`src/rtl/id_pkg.sv`:
```
// Shared decode definitions for the ID stage: instruction field layout,
// opcode class ranges and ctrl_o bit positions.
package id_pkg;

   localparam int W_OPC_FIELD = 7;
   localparam int W_IMM       = 16;
   localparam int W_CTRL      = 6;

   // instruction field positions (32-bit instruction)
   localparam int OPC_LO   = 25;
   localparam int IMMF_BIT = 24;
   localparam int RD_LO    = 20;
   localparam int RS_LO    = 16;
   localparam int IMM_LO   = 0;

   // ctrl_o one-hot bit indices, ordered {inte,logic,shift,ld,st,br}
   localparam int C_INTE  = 5;
   localparam int C_LOGIC = 4;
   localparam int C_SHIFT = 3;
   localparam int C_LD    = 2;
   localparam int C_ST    = 1;
   localparam int C_BR    = 0;

   // opcode class ranges (inclusive)
   localparam logic [W_OPC_FIELD-1:0] OPC_INTE_LO   = 7'h00;
   localparam logic [W_OPC_FIELD-1:0] OPC_INTE_HI   = 7'h07;
   localparam logic [W_OPC_FIELD-1:0] OPC_SHIFT0_LO = 7'h08;
   localparam logic [W_OPC_FIELD-1:0] OPC_SHIFT0_HI = 7'h0A;
   localparam logic [W_OPC_FIELD-1:0] OPC_SHIFT1_LO = 7'h0C;
   localparam logic [W_OPC_FIELD-1:0] OPC_SHIFT1_HI = 7'h0D;
   localparam logic [W_OPC_FIELD-1:0] OPC_LOGIC_LO  = 7'h10;
   localparam logic [W_OPC_FIELD-1:0] OPC_LOGIC_HI  = 7'h13;
   localparam logic [W_OPC_FIELD-1:0] OPC_SET_LO    = 7'h16;
   localparam logic [W_OPC_FIELD-1:0] OPC_SET_HI    = 7'h17;
   localparam logic [W_OPC_FIELD-1:0] OPC_LD        = 7'h18;
   localparam logic [W_OPC_FIELD-1:0] OPC_ST        = 7'h19;
   localparam logic [W_OPC_FIELD-1:0] OPC_BR_LO     = 7'h1C;
   localparam logic [W_OPC_FIELD-1:0] OPC_BR_HI     = 7'h1F;

   typedef enum logic [2:0] {
      CL_INTE,
      CL_LOGIC,
      CL_SHIFT,
      CL_SET,
      CL_LD,
      CL_ST,
      CL_BR,
      CL_UND
   } iclass_t;

   function automatic iclass_t classify(input logic [W_OPC_FIELD-1:0] opc);
      iclass_t cls;
      case (opc) inside
         [OPC_INTE_LO:OPC_INTE_HI]:     cls = CL_INTE;
         [OPC_SHIFT0_LO:OPC_SHIFT0_HI]: cls = CL_SHIFT;
         [OPC_SHIFT1_LO:OPC_SHIFT1_HI]: cls = CL_SHIFT;
         [OPC_LOGIC_LO:OPC_LOGIC_HI]:   cls = CL_LOGIC;
         [OPC_SET_LO:OPC_SET_HI]:       cls = CL_SET;
         OPC_LD:                        cls = CL_LD;
         OPC_ST:                        cls = CL_ST;
         [OPC_BR_LO:OPC_BR_HI]:         cls = CL_BR;
         default:                       cls = CL_UND;
      endcase
      return cls;
   endfunction

endpackage

```
`src/rtl/g_register_p.sv`:
```
// Register file: two combinational read ports, one write port, and a
// same-cycle write bypass so a reader sees the value being written back.
module g_register_p #(
   parameter int N_REG   = 16,
   parameter int W_DATA  = 32,
   parameter int W_RADDR = 4
) (
   input  logic               clk,
   input  logic               rst,
   input  logic               wen,
   input  logic [W_RADDR-1:0] waddr,
   input  logic [W_DATA-1:0]  wdata,
   input  logic [W_RADDR-1:0] raddr_a,
   output logic [W_DATA-1:0]  rdata_a,
   input  logic [W_RADDR-1:0] raddr_b,
   output logic [W_DATA-1:0]  rdata_b
);

   logic [W_DATA-1:0] regs [N_REG];

   // storage: cleared on reset, written by write-back
   always_ff @(posedge clk or negedge rst) begin
      if (!rst) begin
         for (int i = 0; i < N_REG; i++) regs[i] <= '0;
      end else if (wen) begin
         regs[waddr] <= wdata;
      end
   end

   assign rdata_a = (wen && (waddr == raddr_a)) ? wdata : regs[raddr_a];
   assign rdata_b = (wen && (waddr == raddr_b)) ? wdata : regs[raddr_b];

endmodule

```
`src/rtl/id_stage_p.sv`:
```
// Decode stage: decodes one instruction per cycle behind valid/ready
// handshakes, reads rd/rs from the register file, extends the immediate and
// tracks pending writes per register to stall RAW/WAW hazards.
module id_stage_p
   import id_pkg::*;
#(
   parameter int W_DATA  = 32,
   parameter int N_REG   = 16,
   parameter int W_RADDR = 4,
   parameter int W_INST  = 32,
   parameter int W_OPC   = 7
) (
   input  logic               clk,
   input  logic               rst,
   input  logic               in_valid_i,
   output logic               in_ready_o,
   input  logic [W_INST-1:0]  inst_i,
   input  logic               flush_i,
   output logic               out_valid_o,
   input  logic               out_ready_i,
   output logic [5:0]         ctrl_o,
   output logic               wen_o,
   output logic [W_RADDR-1:0] rd_addr_o,
   output logic [W_DATA-1:0]  rd_value_o,
   output logic [W_DATA-1:0]  rs_value_o,
   output logic [W_DATA-1:0]  imm_value_o,
   output logic               immf_o,
   output logic               und_o,
   input  logic               wb_i,
   input  logic [W_RADDR-1:0] wb_r_i,
   input  logic [W_DATA-1:0]  wb_data_i
);

   logic [W_OPC-1:0]   opc;
   logic               immf;
   logic [W_RADDR-1:0] rd;
   logic [W_RADDR-1:0] rs;
   logic [W_IMM-1:0]   imm;

   assign opc  = inst_i[OPC_LO +: W_OPC];
   assign immf = inst_i[IMMF_BIT];
   assign rd   = inst_i[RD_LO +: W_RADDR];
   assign rs   = inst_i[RS_LO +: W_RADDR];
   assign imm  = inst_i[IMM_LO +: W_IMM];

   iclass_t           cls;
   logic [W_CTRL-1:0] ctrl_d;
   logic              wen_d;
   logic              und_d;
   logic [W_DATA-1:0] imm_d;

   assign cls = classify(opc);

   // class decode: one-hot control, write enable and immediate extension
   always_comb begin
      ctrl_d = '0;
      wen_d  = 1'b0;
      und_d  = 1'b0;
      imm_d  = W_DATA'(signed'(imm));
      case (cls)
         CL_INTE:  begin ctrl_d[C_INTE]  = 1'b1; wen_d = 1'b1; end
         CL_LOGIC: begin ctrl_d[C_LOGIC] = 1'b1; wen_d = 1'b1; imm_d = W_DATA'(imm); end
         CL_SHIFT: begin ctrl_d[C_SHIFT] = 1'b1; wen_d = 1'b1; imm_d = W_DATA'(imm); end
         CL_SET:   wen_d = 1'b1;
         CL_LD:    begin ctrl_d[C_LD]    = 1'b1; wen_d = 1'b1; end
         CL_ST:    ctrl_d[C_ST] = 1'b1;
         CL_BR:    ctrl_d[C_BR] = 1'b1;
         default:  und_d = 1'b1;
      endcase
   end

   logic [W_DATA-1:0] rd_rdata;
   logic [W_DATA-1:0] rs_rdata;

   g_register_p #(
      .N_REG   (N_REG),
      .W_DATA  (W_DATA),
      .W_RADDR (W_RADDR)
   ) u_regs (
      .clk     (clk),
      .rst     (rst),
      .wen     (wb_i),
      .waddr   (wb_r_i),
      .wdata   (wb_data_i),
      .raddr_a (rd),
      .rdata_a (rd_rdata),
      .raddr_b (rs),
      .rdata_b (rs_rdata)
   );

   logic [N_REG-1:0] pending;
   logic [N_REG-1:0] wb_mask;
   logic [N_REG-1:0] pend_eff;
   logic [N_REG-1:0] pend_nxt;
   logic             hazard;
   logic             accept;
   logic             load;

   // write-back mask; a register being written back this cycle is no longer pending
   always_comb begin
      wb_mask = '0;
      if (wb_i) wb_mask[wb_r_i] = 1'b1;
   end

   assign pend_eff   = pending & ~wb_mask;
   assign hazard     = pend_eff[rd] | (pend_eff[rs] & ~immf);
   assign in_ready_o = ~flush_i & ~hazard & (~out_valid_o | out_ready_i);
   assign accept     = in_valid_i & in_ready_o;
   assign load       = accept & ~und_d;

   // scoreboard next state: a same-edge set overrides a write-back clear
   always_comb begin
      pend_nxt = pend_eff;
      if (flush_i && out_valid_o && wen_o) pend_nxt[rd_addr_o] = 1'b0;
      if (load && wen_d) pend_nxt[rd] = 1'b1;
   end

   // scoreboard register
   always_ff @(posedge clk or negedge rst) begin
      if (!rst) pending <= '0;
      else      pending <= pend_nxt;
   end

   // output register: flush beats load, load beats bubble, otherwise hold.
   // An undefined opcode loads nothing, so the entry still drains if EX takes it.
   always_ff @(posedge clk or negedge rst) begin
      if (!rst) begin
         out_valid_o <= 1'b0;
         ctrl_o      <= '0;
         wen_o       <= 1'b0;
         rd_addr_o   <= '0;
         rd_value_o  <= '0;
         rs_value_o  <= '0;
         imm_value_o <= '0;
         immf_o      <= 1'b0;
         und_o       <= 1'b0;
      end else begin
         und_o <= accept & und_d;
         if (flush_i) begin
            out_valid_o <= 1'b0;
            ctrl_o      <= '0;
            wen_o       <= 1'b0;
         end else if (load) begin
            out_valid_o <= 1'b1;
            ctrl_o      <= ctrl_d;
            wen_o       <= wen_d;
            rd_addr_o   <= rd;
            rd_value_o  <= rd_rdata;
            rs_value_o  <= rs_rdata;
            imm_value_o <= imm_d;
            immf_o      <= immf;
         end else if (out_ready_i) begin
            out_valid_o <= 1'b0;
            ctrl_o      <= '0;
            wen_o       <= 1'b0;
         end
      end
   end

endmodule

```
`config.mk`:
```
export PLATFORM = sky130hd
export DESIGN_NAME = id_stage_p
export DESIGN_NICKNAME = d
export VERILOG_FILES = /design/src/rtl/id_pkg.sv /design/src/rtl/g_register_p.sv /design/src/rtl/id_stage_p.sv
export SDC_FILE = /design/constraint.sdc
export NUM_CORES = 1
export LEC_CHECK = 0
export BUFFER_PORTS_ARGS = -buffer_cell sky130_fd_sc_hd__buf_4
export CAP_MARGIN = 20
export CORE_MARGIN = 2
export CORE_UTILIZATION = 35
export CTS_CLUSTER_DIAMETER = 40
export DETAILED_ROUTE_END_ITERATION = 8
export SETUP_SLACK_MARGIN = 0.1
export SYNTH_ARGS = -nofsm -noshare
export SYNTH_HDL_FRONTEND = slang
export SYNTH_SLANG_ARGS = --single-unit
```
`constraint.sdc`:
```
create_clock -name clk -period 6.01 [get_ports clk]
set_input_delay 1.202 -clock clk [delete_from_list [all_inputs] [get_ports clk]]
set_output_delay 1.202 -clock clk [all_outputs]
set_load 0.01 [all_outputs]
```
Yosys cells after proc, flatten, opt, wreduce, memory -nomap -nowiden:

Index checks and enable logic that the tools add are counted.
Widths: inputs -> output; s select.

* register bits after elaboration: 638
* word-level logic and storage cells: 149

* $lt $le $gt $ge: 23
* equal/unequal tests: 10
* multiplexer cells: 49
* bitwise logic cells: 20
* reduce and logical (&&, ||, !) cells: 21

Operators by type and width (number)
* $bwmux 512: 1
* $bmux 32 s4: 2
* $mux 32: 8
* $demux 32 s4: 1
* $mux 16: 3
* $and 16x16->16: 2
* $not 16->16: 2
* $ge 7x5->1 const B: 3
* $le 7x5->1 const B: 3
* $lt 4x5->1 const B: 4
* $mux 1: 19
* $mux 6: 3
* $or 16x16->16: 1
* $ge 5x5->1 const B: 3
* $logic_and 1x1->1: 15
* $mux 3: 5
* $not 4->5: 3
* $eq 7x5->1 const B: 2
* $ge 7x4->1 const B: 2
* $le 7x4->1 const B: 2
* $demux 1 s4: 3
* $ge 4x1->1 const B: 3
* $eq 3x3->1 const B: 3
* $bmux 1 s4: 2
* other kinds (16): 28

Logic depth before layout (Yosys ltp):

Gate-level depths: netlist of the first run.

* word-level depth: 18
* depth in mapped cells: 12
* gate-level depth less buffers: 7

By module:

Synthesis of the first run repeated with hierarchy kept, for this count alone.

* cell total of the unflattened synthesis: 2153
* area total of the unflattened synthesis: 32458.6 um2

By module, submodules not included
* g_register_p: times used 1, cells each 1753, area each 27307.4 um2, seq. area each 12812.3 um2
* id_stage_p: times used 1, cells each 400, area each 5151.2 um2, seq. area each 2777.7 um2

Worst setup path before layout of the first run:

No wires, ideal clock.

* path type: input port to output port
* start point: input wb_r_i[2]
* end point: output in_ready_o
* data arrival time: 3.179 ns
* required time: 4.808 ns
* path slack: 1.629 ns
* stages on the path: 7
* buffers on the path: 1
* cell sequence: buf_2 -> or3b_4 -> o2111a_1 -> a41o_1 -> or4_4 -> or3_1 -> nor2_1

* longest elaborated chain between the ends: 14

RTL lines
* start: declaration: RTL line id_stage_p.sv:30 `input logic [W_RADDR-1:0] wb_r_i,`
* $lt 4x5->1 (implied by the code) / $ge 4x1->1 (equally long branches): RTL line id_stage_p.sv:102 `if (wb_i) wb_mask[wb_r_i] = 1'b1;`
* $logic_and 1x1->1 (implied by the code): RTL line id_stage_p.sv:102
* $mux 1 (implied by the code): RTL line id_stage_p.sv:102
* $demux 1 s4 (*): RTL line id_stage_p.sv:102
* $mux 16 (*): RTL line id_stage_p.sv:102
* $not 16->16 (*): RTL line id_stage_p.sv:105 `assign pend_eff = pending & ~wb_mask;`
* $and 16x16->16 (*): RTL line id_stage_p.sv:105
* $bmux 1 s4: RTL line id_stage_p.sv:106 `assign hazard = pend_eff[rd] | (pend_eff[rs] & ~immf);`
* $mux 1 (implied by the code): RTL line id_stage_p.sv:106
* $and 1x1->1: RTL line id_stage_p.sv:106
* $or 1x1->1 (*): RTL line id_stage_p.sv:106
* $not 1->1 (*): RTL line id_stage_p.sv:107 `assign in_ready_o = ~flush_i & ~hazard & (~out_valid_o | out_ready_i);`
* $and 1x1->1 (*) (2 in a row): RTL line id_stage_p.sv:107
* end: declaration: RTL line id_stage_p.sv:16 `output logic in_ready_o,`

Every way passes the cells marked *; elsewhere a longest branch is shown, timed or not. The select of a mux whose other input is x is not followed.

Worst setup path after layout of the first run:

* start point: input wb_i
* end point: output in_ready_o

* longest elaborated chain between the ends: 10

RTL lines
* start: declaration: RTL line id_stage_p.sv:29 `input logic wb_i,`
* $mux 16 (*): RTL line id_stage_p.sv:102
* $not 16->16 (*): RTL line id_stage_p.sv:105
* $and 16x16->16 (*): RTL line id_stage_p.sv:105
* $bmux 1 s4: RTL line id_stage_p.sv:106
* $mux 1 (implied by the code): RTL line id_stage_p.sv:106
* $and 1x1->1: RTL line id_stage_p.sv:106
* $or 1x1->1 (*): RTL line id_stage_p.sv:106
* $not 1->1 (*): RTL line id_stage_p.sv:107
* $and 1x1->1 (*) (2 in a row): RTL line id_stage_p.sv:107

Marks and branches as above.

==> results of run 1 <==
[kinds of logic (layout without fill, tap and decap cells)]
family	after synthesis	after routing	share of synthesized area [%]
AO/OA/AOI/OAI	200	200	3.90
multiplexers	955	955	42.1
buffers and inverters	227	428	3.03
AND/OR/NAND/NOR	226	226	3.37
flip-flops	623	623	47.4
other	0	2	0
XOR/XNOR	8	8	0.213
[layout make-up]
type	count	area, um2	area share [%]
diodes	2	5.00	0.0128
clock buffers	120	2780	7.09
clock inverters	76	957	2.44
inverters	6	22.5	0.0575
multi-input cells	1389	16400	42.0
flip-flops and latches	623	15600	39.8
well taps	1254	1570	4.01
repair buffers	226	1800	4.60
[report_power, final]
group / switching, mW / internal [mW]
combinational: 1.28 / 2.11
clock: 2.27 / 4.04
sequential: 0.770 / 5.22
total: 4.32 / 11.4
[state kept, by name (all words and copies together) (netlist names), 4 cells and up]
register	cells
pending	16
rd_value_o	32
imm_value_o	17
rd_addr_o	4
ctrl_o	6
u_regs.regs	512
rs_value_o	32
[cell usage after synthesis, drive strengths merged (2+ instances only)]
cell type	instances
nand2b	8
buf	76
a21boi	2
dfrtp	623
a211oi	13
o221ai	8
nand3	24
o21bai	3
or4	3
xor2	6
nor4b	2
a32oi	2
and2	4
clkbuf	145
o211ai	11
o311ai	2
xnor2	2
mux2i	61
mux4	256
o22ai	65
mux2	638
nor3	6
a31oi	24
inv	6
o2bb2ai	2
nor4	2
nand2	102
nor2b	19
or3	5
o21ai	20
o211a	2
nand4	13
nor2	31
a21oi	37
nand3b	2
[cells in the final DEF, fill, tap and decap left out, drive strengths merged, types with 24 or more instances in the layout]
master  instances
dfrtp         623
nand3          24
clkinv         26
mux2          638
inv            25
mux2i          61
clkbuf        121
buf           225
mux4          256
nand2         102
o22ai          65
nor2           31
a21oi          37
a31oi          24
[worst min path at each step]
stage | end | from | cells past startpoint
2_1_floorplan | u_regs.regs[386] | u_regs.regs[386] | 2
3_3_place_gp | u_regs.regs[388] | u_regs.regs[388] | 2
3_5_place_dp | u_regs.regs[404] | u_regs.regs[404] | 2
4_1_cts | u_regs.regs[404] | u_regs.regs[404] | 2
5_1_grt | imm_value_o[2] | imm_value_o[2] | 1
6_report | u_regs.regs[415] | u_regs.regs[415] | 2
[critical path, delay by kind of cell]
family	cells	cell delay, ns
buffers and inverters	2	0.30
AOI/OAI and AO/OA	1	0.38
and+or+nand+nor	5	1.81
[layer usage]
| metal | vias up | wire, um |
|---|---|---|
| met5 | - | 13 |
| met2 | 583 | 46700 |
| met3 | 156 | 5410 |
| met4 | 2 | 2240 |
| li1 | 8886 | - |
| met1 | 11500 | 42100 |
[stage by stage]
stage	std cells	utilization, %
after floorplan	2239	-
after global placement	3498	38.0
after detailed placement	3498	38.0
after CTS	3694	42.0
after global routing	3694	42.0
final	3696	42.0
==> results.md, run 1 <==
- Clock period minus worst slack: 4.89 ns
- Critical path, cell by cell: buf_4 > nor3b_2 > nand2_2 > a41o_1 > or4_4 > or3_1 > nor2_1 > buf_4
- RD Place Congestion: 0.822
- Avg Synthesized Cell Area: 14.7 um2
- Largest net degree at the start of global routing: 134
- Worst-Margin Slew: 1.18 ns
- Met2 global-route usage: 32.3%
- Clock Skew: 0.0318 ns
- Clock sinks: 623
- Initial core utilization: 35.3%
- H-tree depth: 3
- Layout Nets: 2425
- WL/cell: 26.1 um
- CTS tree: built
- Input/output buffers: 184
- CP max FO: 15
- CTS buffer count: 105
- Slew HR: 21.6%
- Pwr Total: 15.7 mW
- Period utilization: 81.3%
- Initial antenna violation count: 1
- Post-synth EDFFs: 0
- Worst-Skew Late Latency: 0.67 ns
- Final WL: 96500 um
- Hold WS: 0.499 ns
- Remaining routing DRC violations: 0
- Setup CP Type: input port to output port
- Synth Flop Type: dfrtp_1
- Max stage delay on crit path: 0.50 ns
- Chip Width: 311 um
- Ys Warns: 0
- # Max-Cap Violations: 0
- CP Launch Point: wb_i
- Status: complete, no violations
- WP data arrival: 3.69 ns
- Ports: 185
- Post-synth top area cell: dfrtp_1
- Startpoint Class: input port
- Fill cell count: 8366
- Setup bufs post-CTS: 0
- Antenna Nets Post-Route: 0
- GR Util met1: 27.0%
- First-pass DRT Iterations: 5
- Ys async rst share: 100%
- Maximum root-to-sink buffer count: 3
- Die H: 311 um
- Maximum VDD drop: 0.000219 V
- Setup-failing EPs final: 0
- Hpwl dp: 55100 um
- Most used cell, CP: buf_4
- Post-route cell area: 39200 um2
- Total grt overflow: 0
- Total negative setup slack: 0 ns
- RSZ-0062 raised after global routing: false
- Pre-CTS setup slack: 1.16 ns
- Layout cells sized above 1: 54.9%
- Syn Std Cell Area: 32900 um2
- Pleak: 16.6 nW
- Global-route wire length before repair: 148000 um
- Met3 GRT Util: 4.31%
- GRT Max-Usage Layer: met2
- Post-Syn Instances: 2239
- Via count: 21.1k
- Reg2reg setup slack: 3.35 ns
- DP Area: 35400 um2
- Via density: 5.71
- Synth Net Count: 2313
- Post-CTS Hold Buffers: 0
- Reg-to-reg endpoint: rd_value_o[11]
- R2r startpoint: pending[2]
- Post-cts gate resize count: 0
- Setup crit end: in_ready_o
- Dominant cells by area after synthesis: dfrtp_1 (47%), mux2_2 (19%), mux4_2 (18%)
- Count of unique library cells instantiated by Yosys: 58
- Type of element capturing the critical path: output port
- Vias in the first global route: 23.1k
- PD cells: 401 nW/um2
- Sequential area share after synthesis: 47.4%
- 1st-iter DRT viols: 1489
- Worst hold path type: register to register
- Total GRT Usage: 20.0%
- Worst setup margin: 1.12 ns
- Yosys top cell area share: 47.4%
- Synthesis-stage register bit count: 623
- Area Overhead vs Synth: 19.1%
- Die ar.: 96400 um2
- Final slew viol count: 0
- Crit-path slowest cell: or4_4
- Worst reg2reg path depth: 7
- Critical Path RT: 4.81 ns
- Row count: 112
- FMAX: 205 MHz
- Clk root buf: clkbuf_16
- Fin. Hold Viols: 0
- CTS clk-pin slew, worst paths: 0.05 ns
- CORE AREA: 93200 um2
No activity file was read; power rests on OpenSTA's default activity.
==> run 2: changes to the inputs <==
--- a/config.mk
+++ b/config.mk
@@ -5,6 +5,7 @@
 export SDC_FILE = /design/constraint.sdc
 export NUM_CORES = 1
 export LEC_CHECK = 0
+export ABC_AREA = 1
 export BUFFER_PORTS_ARGS = -buffer_cell sky130_fd_sc_hd__buf_4
 export CAP_MARGIN = 20
 export CORE_MARGIN = 2
==> constraint.sdc (replaced) <==
create_clock -name clk -period 5.1 [get_ports clk]
set_input_delay 1.02 -clock clk [delete_from_list [all_inputs] [get_ports clk]]
set_output_delay 1.02 -clock clk [all_outputs]
set_load 0.01 [all_outputs]
==> results.md, run 2 <==
- Post-CTS Hold Buffers: 0
- Ys async rst share: 100%
- Critical path, cell by cell: buf_4 > inv_1 > nor2_1 > nand3_4 > nand3_1 > nand3_1 > nand3_1 > nand3_1 > nand3_1 > nand2_1 > inv_1 > buf_4
- Global-route wire length before repair: 179000 um
- Fill cell count: 9132
- Clock period minus worst slack: 4.22 ns
- Final slew viol count: 0
- Chip Width: 306 um
- Synth Flop Type: dfrtp_1
- Top flop regs: u_regs.regs (512), rd_value_o (32), rs_value_o (32)
- Largest net degree at the start of global routing: 126
- Layout cells sized above 1: 10.4%
- Diodes inserted: 0
- Die H: 306 um
- Hold WS: 0.411 ns
- Layout Nets: 4240
- Commonest non-fill, non-tap cells in the layout: nand2_1 (1043), o21ai_0 (1028), dfrtp_1 (623), inv_1 (265), buf_4 (238)
- Largest register FFs: 512
- Crit-path slowest cell: nand3_4
- Area Overhead vs Synth: 16.2%
- Period utilization: 82.8%
- Antenna Nets Post-Route: 0
- WP data arrival: 3.20 ns
- Synthesis-stage register bit count: 623
- Synth Net Count: 4271
- Most common cell after layout, fill and taps aside: nand2_1
- CTS clk-pin slew, worst paths: 0.06 ns
- Total grt overflow: 0
- Final WL: 116000 um
- Die ar.: 93600 um2
- Worst reg2reg path depth: 10
- Hpwl dp: 67100 um
- Clock Skew: 0.0264 ns
- CORE AREA: 90100 um2
- # Max-Cap Violations: 0
- Avg Synthesized Cell Area: 7.60 um2
- Initial antenna violation count: 4
- WL/cell: 21.5 um
- Post-Syn Instances: 4197
- Via count: 30.3k
- Dominant cells by area after synthesis: dfrtp_1 (49%), o21ai_0 (16%), nand2_1 (12%)
- First-pass DRT Iterations: 6
- Remaining routing DRC violations: 0
- Count of unique library cells instantiated by Yosys: 34
- Type of element capturing the critical path: output port
- Post-synth top area cell: dfrtp_1
- Clk root buf: clkbuf_16
- Status: complete, no violations
- RD Place Congestion: 0.892
- Post-synth EDFFs: 0
- Most frequent cells after synthesis: nand2_1 (1049), o21ai_0 (1028), dfrtp_1 (623)
- Via density: 5.60
- Reg2reg setup slack: 2.97 ns
- Most used cell, CP: nand3_1
- RSZ-0062 raised after global routing: false
- Total negative setup slack: 0 ns
- Initial core utilization: 35.4%
- Worst-Margin Slew: 1.00 ns
- Worst Path Buf+Inv: 4
- Ys Warns: 0
- Critical Path Stages: 12
- Post-cts gate resize count: 0
- Maximum root-to-sink buffer count: 3
- Setup CP Type: input port to output port
- Critical Path RT: 4.08 ns
- Worst hold path type: input port to async pin
- Input/output buffers: 184
- Sequential area share after synthesis: 48.9%
- Setup-failing EPs final: 0
- CTS buffer count: 84
- Pleak: 17.1 nW
- Max stage delay on crit path: 0.52 ns
- Syn Std Cell Area: 31900 um2
- Setup bufs post-CTS: 0
- CTS tree: built
- Startpoint Class: input port
- Clock sinks: 623
- Vias in the first global route: 28.3k
- Yosys top cell area share: 48.9%
- H-tree depth: 3
- Worst-Skew Late Latency: 0.65 ns
- Most common cell in the netlist: nand2_1
- Total GRT Usage: 24.5%
- CP max FO: 33
- Fin. Hold Viols: 0
- Maximum VDD drop: 0.000215 V
- 1st-iter DRT viols: 3904
- Largest Register: u_regs.regs
- Largest delay share family, worst path: simple AND/OR/NAND/NOR gates
- Final core occ: 41.1%
- Row count: 110
- Slew HR: 33.1%
- PD cells: 434 nW/um2
- Ports: 185
- FMAX: 237 MHz
-- run 2: changes by cell type after synthesis, moves of 138 or more --
cell / before / now
o21ai_0: 20 / 1028
mux4_2: 256 / 0
inv_1: 6 / 269
a21oi_1: 37 / 175
nand2_1: 102 / 1049
nand3_1: 23 / 215
clkbuf_1: 145 / 308
mux2_2: 564 / 0
-- run 2: final timing paths --
path                           startpoint          endpoint
setup / recovery                wb_r_i[2]        in_ready_o
hold / removal                        rst  u_regs.regs[308]
setup reg to reg              out_valid_o       pending[15]
hold reg to reg            imm_value_o[8]    imm_value_o[8]
max in group asynchronous             rst     rs_value_o[9]
min in group clk           imm_value_o[8]    imm_value_o[8]
-- run 2: worst register-to-register path, cell delays in order, from the launching register on --
cell and delay, ns:
dfrtp_1 0.43, a21oi_1 0.25, o21ai_1 0.11, nor2_1 0.11, nand2_1 0.10, nor2_4 0.17, nand3_2 0.12, nor2_4 0.22
buf_4 0.32, nand3_1 0.12, nand2_1 0.11
-- run 2: metal layers --
metal / up-vias / routed length, um / GRT usage (%) / share of wire (%)
met2: 1566 / 52600 / 38.7 / 45
met1: 14500 / 49400 / 33.4 / 42
li1: 14100 / - / - / -
met5: - / 0 / 0 / 0
met4: 0 / 3290 / 8.87 / 2.8
met3: 194 / 11200 / 4.87 / 9.6
-- run 2: stage by stage --
stage / cell area [um2] / cells / worst slack, ns / total power, mW
final: 37100 / 5409 / 0.878 / 16.1
after global routing: 37100 / 5409 / 0.665 / 16.9
after CTS: 37100 / 5409 / 0.944 / 16.1
after detailed placement: 34100 / 5256 / 0.945 / 9.98
after global placement: 34100 / 5256 / 0.958 / 9.91
after floorplan: 31900 / 4197 / 1.86 / 8.59
-- run 2: final cells by class --
class	count	area, um2	share of cell area, %
clock inverters	49	623	1.68
inverters	278	1050	2.84
multi-input cells	2926	13900	37.6
repair buffers	253	2080	5.61
well taps	1176	1470	3.97
clock buffers	104	2300	6.20
flip-flops and latches	623	15600	42.1
-- run 2: logic make-up after synthesis --
| group | after synthesis | share of synthesized area (%) |
|---|---|---|
| AOI/OAI and AO/OA | 1464 | 24.8 |
| DFF | 623 | 48.9 |
| buffers and inverters | 648 | 7.96 |
| and+or+nand+nor | 1460 | 18.3 |
| xor gates and xnor gates | 2 | 0.0549 |
-- run 2: where the power goes --
group	internal [mW]	switching, mW
Clock	3.75	2.39
Combinational	1.23	1.92
Sequential	6.02	0.782
Total	11.0	5.09
